<file path="src/rtl/mem_port_scheduler.sv">
// mem_port_scheduler: shares one memory port between PTW, dmem and fetch requesters.
// One transaction is outstanding at a time. Arbitration happens only in S_IDLE, with priority
// ptw > dmem > fetch. The winner's command is held on mem_* for the whole of S_BUSY. Read data
// is registered and returned with a one-cycle *_valid pulse in S_RESP.
//
// Optional feature, enabled by defining MEM_SCHED_STARVE_GUARD_EN:
//   A saturating counter tracks how often fetch loses arbitration. Once it reaches
//   STARVE_LIMIT, fetch is given priority over dmem. PTW always keeps the highest priority.
//
// Ports:
//   clk, reset (async, active-low)
//   ptw_req/ptw_addr, dmem_req/dmem_cmd/dmem_addr/dmem_wdata/dmem_mask, fetch_req/fetch_addr
//   ptw_valid/dmem_valid/fetch_valid, resp_data, busy
//   mem_enable/mem_cmd/mem_addr/mem_wdata/mem_mask (to memory), mem_data/mem_valid (from memory)

`ifndef MEM_CMD_READ
`define MEM_CMD_READ 1'b0
`endif
`ifndef MEM_CMD_WRITE
`define MEM_CMD_WRITE 1'b1
`endif

module mem_port_scheduler #(
  parameter int unsigned ADDR_W       = 32,
  parameter int unsigned DATA_W       = 32,
  parameter int unsigned STARVE_LIMIT = 8
) (
  input  logic                clk,
  input  logic                reset,
  input  logic                ptw_req,
  input  logic [ADDR_W-1:0]   ptw_addr,
  input  logic                dmem_req,
  input  logic                dmem_cmd,
  input  logic [ADDR_W-1:0]   dmem_addr,
  input  logic [DATA_W-1:0]   dmem_wdata,
  input  logic [DATA_W/8-1:0] dmem_mask,
  input  logic                fetch_req,
  input  logic [ADDR_W-1:0]   fetch_addr,
  output logic                ptw_valid,
  output logic                dmem_valid,
  output logic                fetch_valid,
  output logic [DATA_W-1:0]   resp_data,
  output logic                busy,
  output logic                mem_enable,
  output logic                mem_cmd,
  output logic [ADDR_W-1:0]   mem_addr,
  output logic [DATA_W-1:0]   mem_wdata,
  output logic [DATA_W/8-1:0] mem_mask,
  input  logic [DATA_W-1:0]   mem_data,
  input  logic                mem_valid
);

  localparam int unsigned MASK_W = DATA_W / 8;

  localparam logic [1:0] S_IDLE = 2'd0;
  localparam logic [1:0] S_BUSY = 2'd1;
  localparam logic [1:0] S_RESP = 2'd2;

  localparam logic [1:0] OWN_NONE  = 2'd0;
  localparam logic [1:0] OWN_PTW   = 2'd1;
  localparam logic [1:0] OWN_DMEM  = 2'd2;
  localparam logic [1:0] OWN_FETCH = 2'd3;

  if (STARVE_LIMIT < 1) begin : g_bad_limit
    $error("STARVE_LIMIT must be at least 1");
  end
  if (DATA_W % 8 != 0) begin : g_bad_width
    $error("DATA_W must be a multiple of 8");
  end

  logic [1:0]        state_q, state_d;
  logic [1:0]        owner_q, owner_d;
  logic              cmd_q, cmd_d;
  logic [ADDR_W-1:0] addr_q, addr_d;
  logic [DATA_W-1:0] wdata_q, wdata_d;
  logic [MASK_W-1:0] mask_q, mask_d;
  logic [DATA_W-1:0] resp_q, resp_d;

  logic       any_req;
  logic       fetch_first;
  logic [1:0] grant_id;

  assign any_req = ptw_req | dmem_req | fetch_req;

`ifdef MEM_SCHED_STARVE_GUARD_EN
  localparam int unsigned CntW = $clog2(STARVE_LIMIT + 1);
  localparam logic [CntW-1:0] StarveMax = CntW'(STARVE_LIMIT);

  logic [CntW-1:0] starve_q, starve_d;

  assign fetch_first = (starve_q == StarveMax);

  always_comb begin
    starve_d = starve_q;
    if (state_q == S_IDLE && any_req) begin
      if (grant_id == OWN_FETCH) begin
        starve_d = '0;
      end else if (fetch_req && starve_q != StarveMax) begin
        starve_d = starve_q + 1'b1;
      end
    end
  end

  always_ff @(posedge clk or negedge reset) begin
    if (!reset) begin
      starve_q <= '0;
    end else begin
      starve_q <= starve_d;
    end
  end
`else
  assign fetch_first = 1'b0;
`endif

  // Fixed priority. A starving fetch may jump ahead of dmem, but never ahead of PTW.
  always_comb begin
    grant_id = OWN_NONE;
    if (ptw_req) begin
      grant_id = OWN_PTW;
    end else if (fetch_first && fetch_req) begin
      grant_id = OWN_FETCH;
    end else if (dmem_req) begin
      grant_id = OWN_DMEM;
    end else if (fetch_req) begin
      grant_id = OWN_FETCH;
    end
  end

  always_comb begin
    state_d = state_q;
    owner_d = owner_q;
    cmd_d   = cmd_q;
    addr_d  = addr_q;
    wdata_d = wdata_q;
    mask_d  = mask_q;
    resp_d  = resp_q;
    case (state_q)
      S_IDLE: begin
        if (any_req) begin
          state_d = S_BUSY;
          owner_d = grant_id;
          case (grant_id)
            OWN_PTW: begin
              cmd_d   = `MEM_CMD_READ;
              addr_d  = ptw_addr;
              wdata_d = '0;
              mask_d  = '0;
            end
            OWN_DMEM: begin
              cmd_d   = dmem_cmd;
              addr_d  = dmem_addr;
              wdata_d = dmem_wdata;
              mask_d  = dmem_mask;
            end
            OWN_FETCH: begin
              cmd_d   = `MEM_CMD_READ;
              addr_d  = fetch_addr;
              wdata_d = '0;
              mask_d  = '0;
            end
            default: ;
          endcase
        end
      end
      S_BUSY: begin
        // Write completions capture mem_data too; the value is simply unused.
        if (mem_valid) begin
          state_d = S_RESP;
          resp_d  = mem_data;
        end
      end
      S_RESP: begin
        state_d = S_IDLE;
        owner_d = OWN_NONE;
      end
      default: begin
        state_d = S_IDLE;
        owner_d = OWN_NONE;
      end
    endcase
  end

  always_ff @(posedge clk or negedge reset) begin
    if (!reset) begin
      state_q <= S_IDLE;
      owner_q <= OWN_NONE;
      cmd_q   <= `MEM_CMD_READ;
      addr_q  <= '0;
      wdata_q <= '0;
      mask_q  <= '0;
      resp_q  <= '0;
    end else begin
      state_q <= state_d;
      owner_q <= owner_d;
      cmd_q   <= cmd_d;
      addr_q  <= addr_d;
      wdata_q <= wdata_d;
      mask_q  <= mask_d;
      resp_q  <= resp_d;
    end
  end

  assign busy        = (state_q != S_IDLE);
  assign mem_enable  = (state_q == S_BUSY);
  assign ptw_valid   = (state_q == S_RESP) && (owner_q == OWN_PTW);
  assign dmem_valid  = (state_q == S_RESP) && (owner_q == OWN_DMEM);
  assign fetch_valid = (state_q == S_RESP) && (owner_q == OWN_FETCH);
  assign resp_data   = resp_q;
  assign mem_cmd     = cmd_q;
  assign mem_addr    = addr_q;
  assign mem_wdata   = wdata_q;
  assign mem_mask    = mask_q;

endmodule
</file>
<file path="config.mk">
export PLATFORM = sky130hd
export DESIGN_NAME = mem_port_scheduler
export DESIGN_NICKNAME = d
export VERILOG_FILES = /design/src/rtl/mem_port_scheduler.sv
export SDC_FILE = /design/constraint.sdc
export NUM_CORES = 1
export LEC_CHECK = 0
export CAP_MARGIN = 20
export CORE_UTILIZATION = 39
export DETAILED_ROUTE_END_ITERATION = 7
export PLACE_DENSITY_LB_ADDON = 0.05
export SLEW_MARGIN = 15
export SYNTH_ARGS = -nofsm -noshare
export SYNTH_HDL_FRONTEND = slang
export SYNTH_SLANG_ARGS = --single-unit
</file>
<file path="constraint.sdc">
create_clock -name clk -period 1.9 [get_ports clk]
set_clock_uncertainty 0.15 [all_clocks]
set_input_delay 0.285 -clock clk [delete_from_list [all_inputs] [get_ports clk]]
set_output_delay 0.285 -clock clk [all_outputs]
set_load 0.02 [all_outputs]
</file>
==> metrics.txt, run 1 <==
status=finished clean; GRT Total Usage=23.89%; Ports=approximately 280; Worst-Margin Slew=around 0.53 ns; Antenna Cells=0; height of the chip=116.1 um; library cells used by synthesis=32; Cell Chain, Critical Path=clkdlybuf4s50_1; CP startpoint kind=register; wire per inst=17.04 um; vias in the first global route=4,857; syn nets=688; critical path capture point type=output pin; max cap viols=0; WL met1=~6400 um; initial core utilization=40.06%; remaining global-route overflow=0; PortBufs=about 280; Period minus WS final=between 1.5 and 2 ns; Layout Area Growth over Synthesis=65.15%; critical path class=register to output pin; metal2 WL=8300 um; most frequent cells in the layout=clkdlybuf4s50_1 (269), dfrtp_1 (105), nand2_1 (97), nand4_1 (37), a21oi_1 (33); # DRC=0; CTS H-tree lvls=3; die area=13,480 um2; Clock transition at path regs=~0.07 ns; Clock Sinks=105; max frequency=553.5 MHz; design area=8383 um2; Post-DP HPWL=11,500 um; Synth Cell Area=5076 um2; RSZ-0062 raised after global routing=no; met3 routed WL=1396 um; Syn. warnings=0; Inst Count DP=940; syn avg cell area=slightly below 10 um2; CTS Buf Count=9; HP Class=primary input to async pin; worst hold slack=about 0.25 ns; Buf/Inv on CP=1; Area after DPL=8090 um2; setup tns final=0 ns; Worst EP arrival=around 1.4 ns; final net count=between 900 and 1k; P_leak=3.614 nW; Worst Path Max Fanout=2; DR vias=about 5k; Critical Path Max Stage Delay=0.67 ns; peak supply drop=1.121 mV; final hold vios=0; pin count of the biggest net entering global routing=70; Slew headroom=64.91%; Detailed Routing Iterations Pass 1=5; cells after synthesis=517; endpoints failing setup=0; commonest non-fill, non-tap cell in the layout=clkdlybuf4s50_1; power per cell area=1406 nW/um2; Seq/Total Area, Yosys=51.76%; Post-Layout Cell Count=approximately 960; Final Util=66.16%; Max Transition Viols Final=0; post-CTS setup buffers=0; core area=12,670 um2; CTS root buf=clkbuf_16; layout cells sized above 1=10.94%; CTS tree=done; CP delay by family, top=buffers and inverters; initial DRC count=308; clk_lat worst skew=between 0.3 and 0.4 ns; final period utilization=between 90% and 100%; first-pass GRT wire length=24,610 um; global placement routability congestion=0.8016; die width=116.1 um; num rows=41; crit path max-delay cell type=clkdlybuf4s50_1; Synth Register Bits=roughly 110; DR top layer=met4; post-route ant nets=0; initial antenna violation count=0; Vias per Instance=between 5 and 6; final WL=16,320 um; CP required=1.46 ns; CTS Buffer Depth=2
-- power by group --
group	switching [mW]	total (mW)	internal (mW)
sequential	0.542	3.80	3.25
clock	0.815	1.84	1.03
combinational	3.18	6.15	2.97
total	4.54	11.8	7.25
-- flip-flops by register name, summed over array words and instances (netlist names) --
register and flops:
mem_addr 32, mem_wdata 32, resp_data 32, mem_mask 4, owner_q 2, state_q 2, mem_cmd 1
-- per-layer routing --
layer,GRT usage [%],vias up
met5,0,-
met3,8.944,17
met4,6.325,0
li1,-,2371
met1,27.57,2426
met2,41.59,194
-- layout make-up --
type                            instances  area (um2)
Inverter                                7       26.28
Fill cell                            1052        4288
Clock inverter                          4       52.55
Tap cell                              172       215.2
Clock buffer                           12       236.5
Multi-Input combinational cell        354        2175
Timing Repair Buffer                  304        3050
Sequential cell                       105        2628
-- timing repair --
item,CTS,global route
pin swaps,1,1
hold buffers,1,0
endpoints found under the hold margin,26,0
gates cloned,0,1
gates resized for setup,13,5
setup endpoints to repair,6,34
-- cell usage after synthesis, drive strengths merged --
master,number,area (um2)
a31oi,32,200.2
o22ai,1,6.260
a22oi,2,15.01
and4,2,17.52
or3,1,6.260
inv,7,26.27
nor2,4,30.03
o21ai,39,195.2
a21o,31,232.7
nor2b,4,32.53
mux2,32,360.4
a21oi,33,165.2
buf,40,224.0
nand2,98,375.4
nor3,1,10.01
and3b,2,17.52
nand3b,30,225.2
a221oi,1,8.760
clkbuf,12,45.04
nor4b,1,8.760
o21a,1,7.510
o21bai,1,7.510
nand4,37,231.5
dfrtp,105,2628
-- per-stage QoR --
stage | worst slack [ns] | total power [mW]
floorplan | 0.1865 | 6.881
global placement | -0.1357 | 9.829
detailed placement | -0.2210 | 9.971
CTS | 0.005269 | 11.85
global route | 0.02564 | 12.46
finish | 0.09344 | 11.79
-- cells by family (layout without fill, tap and decap cells) --
logic type / Yosys count / in the layout / share of synthesized area, %
flip-flops: 105 / 105 / 51.76
AND/OR/NAND/NOR: 180 / 181 / 18.81
multiplexers: 32 / 32 / 7.099
AO/OA/AOI/OAI: 141 / 141 / 16.51
buffers and inverters: 59 / 327 / 5.817
-- path summary, 6_finish.rpt --
| check | startpoint | to | slack [ns] | depth (start not counted) |
|---|---|---|---|---|
| hold / removal | reset | mem_addr[6]$_DFFE_PN0P_ | 0.25 | 2 |
| hold reg to reg | mem_wdata[22]$_DFFE_PN0P_ | mem_wdata[22]$_DFFE_PN0P_ | 0.34 | 2 |
| min in group clk | dmem_req | mem_addr[8]$_DFFE_PN0P_ | 0.28 | 4 |
| max in group asynchronous | reset | mem_wdata[26]$_DFFE_PN0P_ | 0.77 | 3 |
| setup / recovery | mem_addr[29]$_DFFE_PN0P_ | mem_addr[29] | 0.09 | 1 |
| setup reg to reg | state_q[1]$_DFFE_PN0P_ | mem_addr[22]$_DFFE_PN0P_ | 0.21 | 5 |
No activity file was read; power rests on OpenSTA's default activity.
==> run 2, diff against run 1 <==
- CTS_CLUSTER_DIAMETER: not set -> 80
==> results of run 2 <==
Final layout, timing and power as in run 1 (identical DEF).
==> run 3, diff against run 2 <==
- CAP_MARGIN: 20 -> 10
- CTS_CLUSTER_DIAMETER: 80 -> not set
==> results of run 3 <==
Final layout, timing and power as in run 1 (identical DEF).
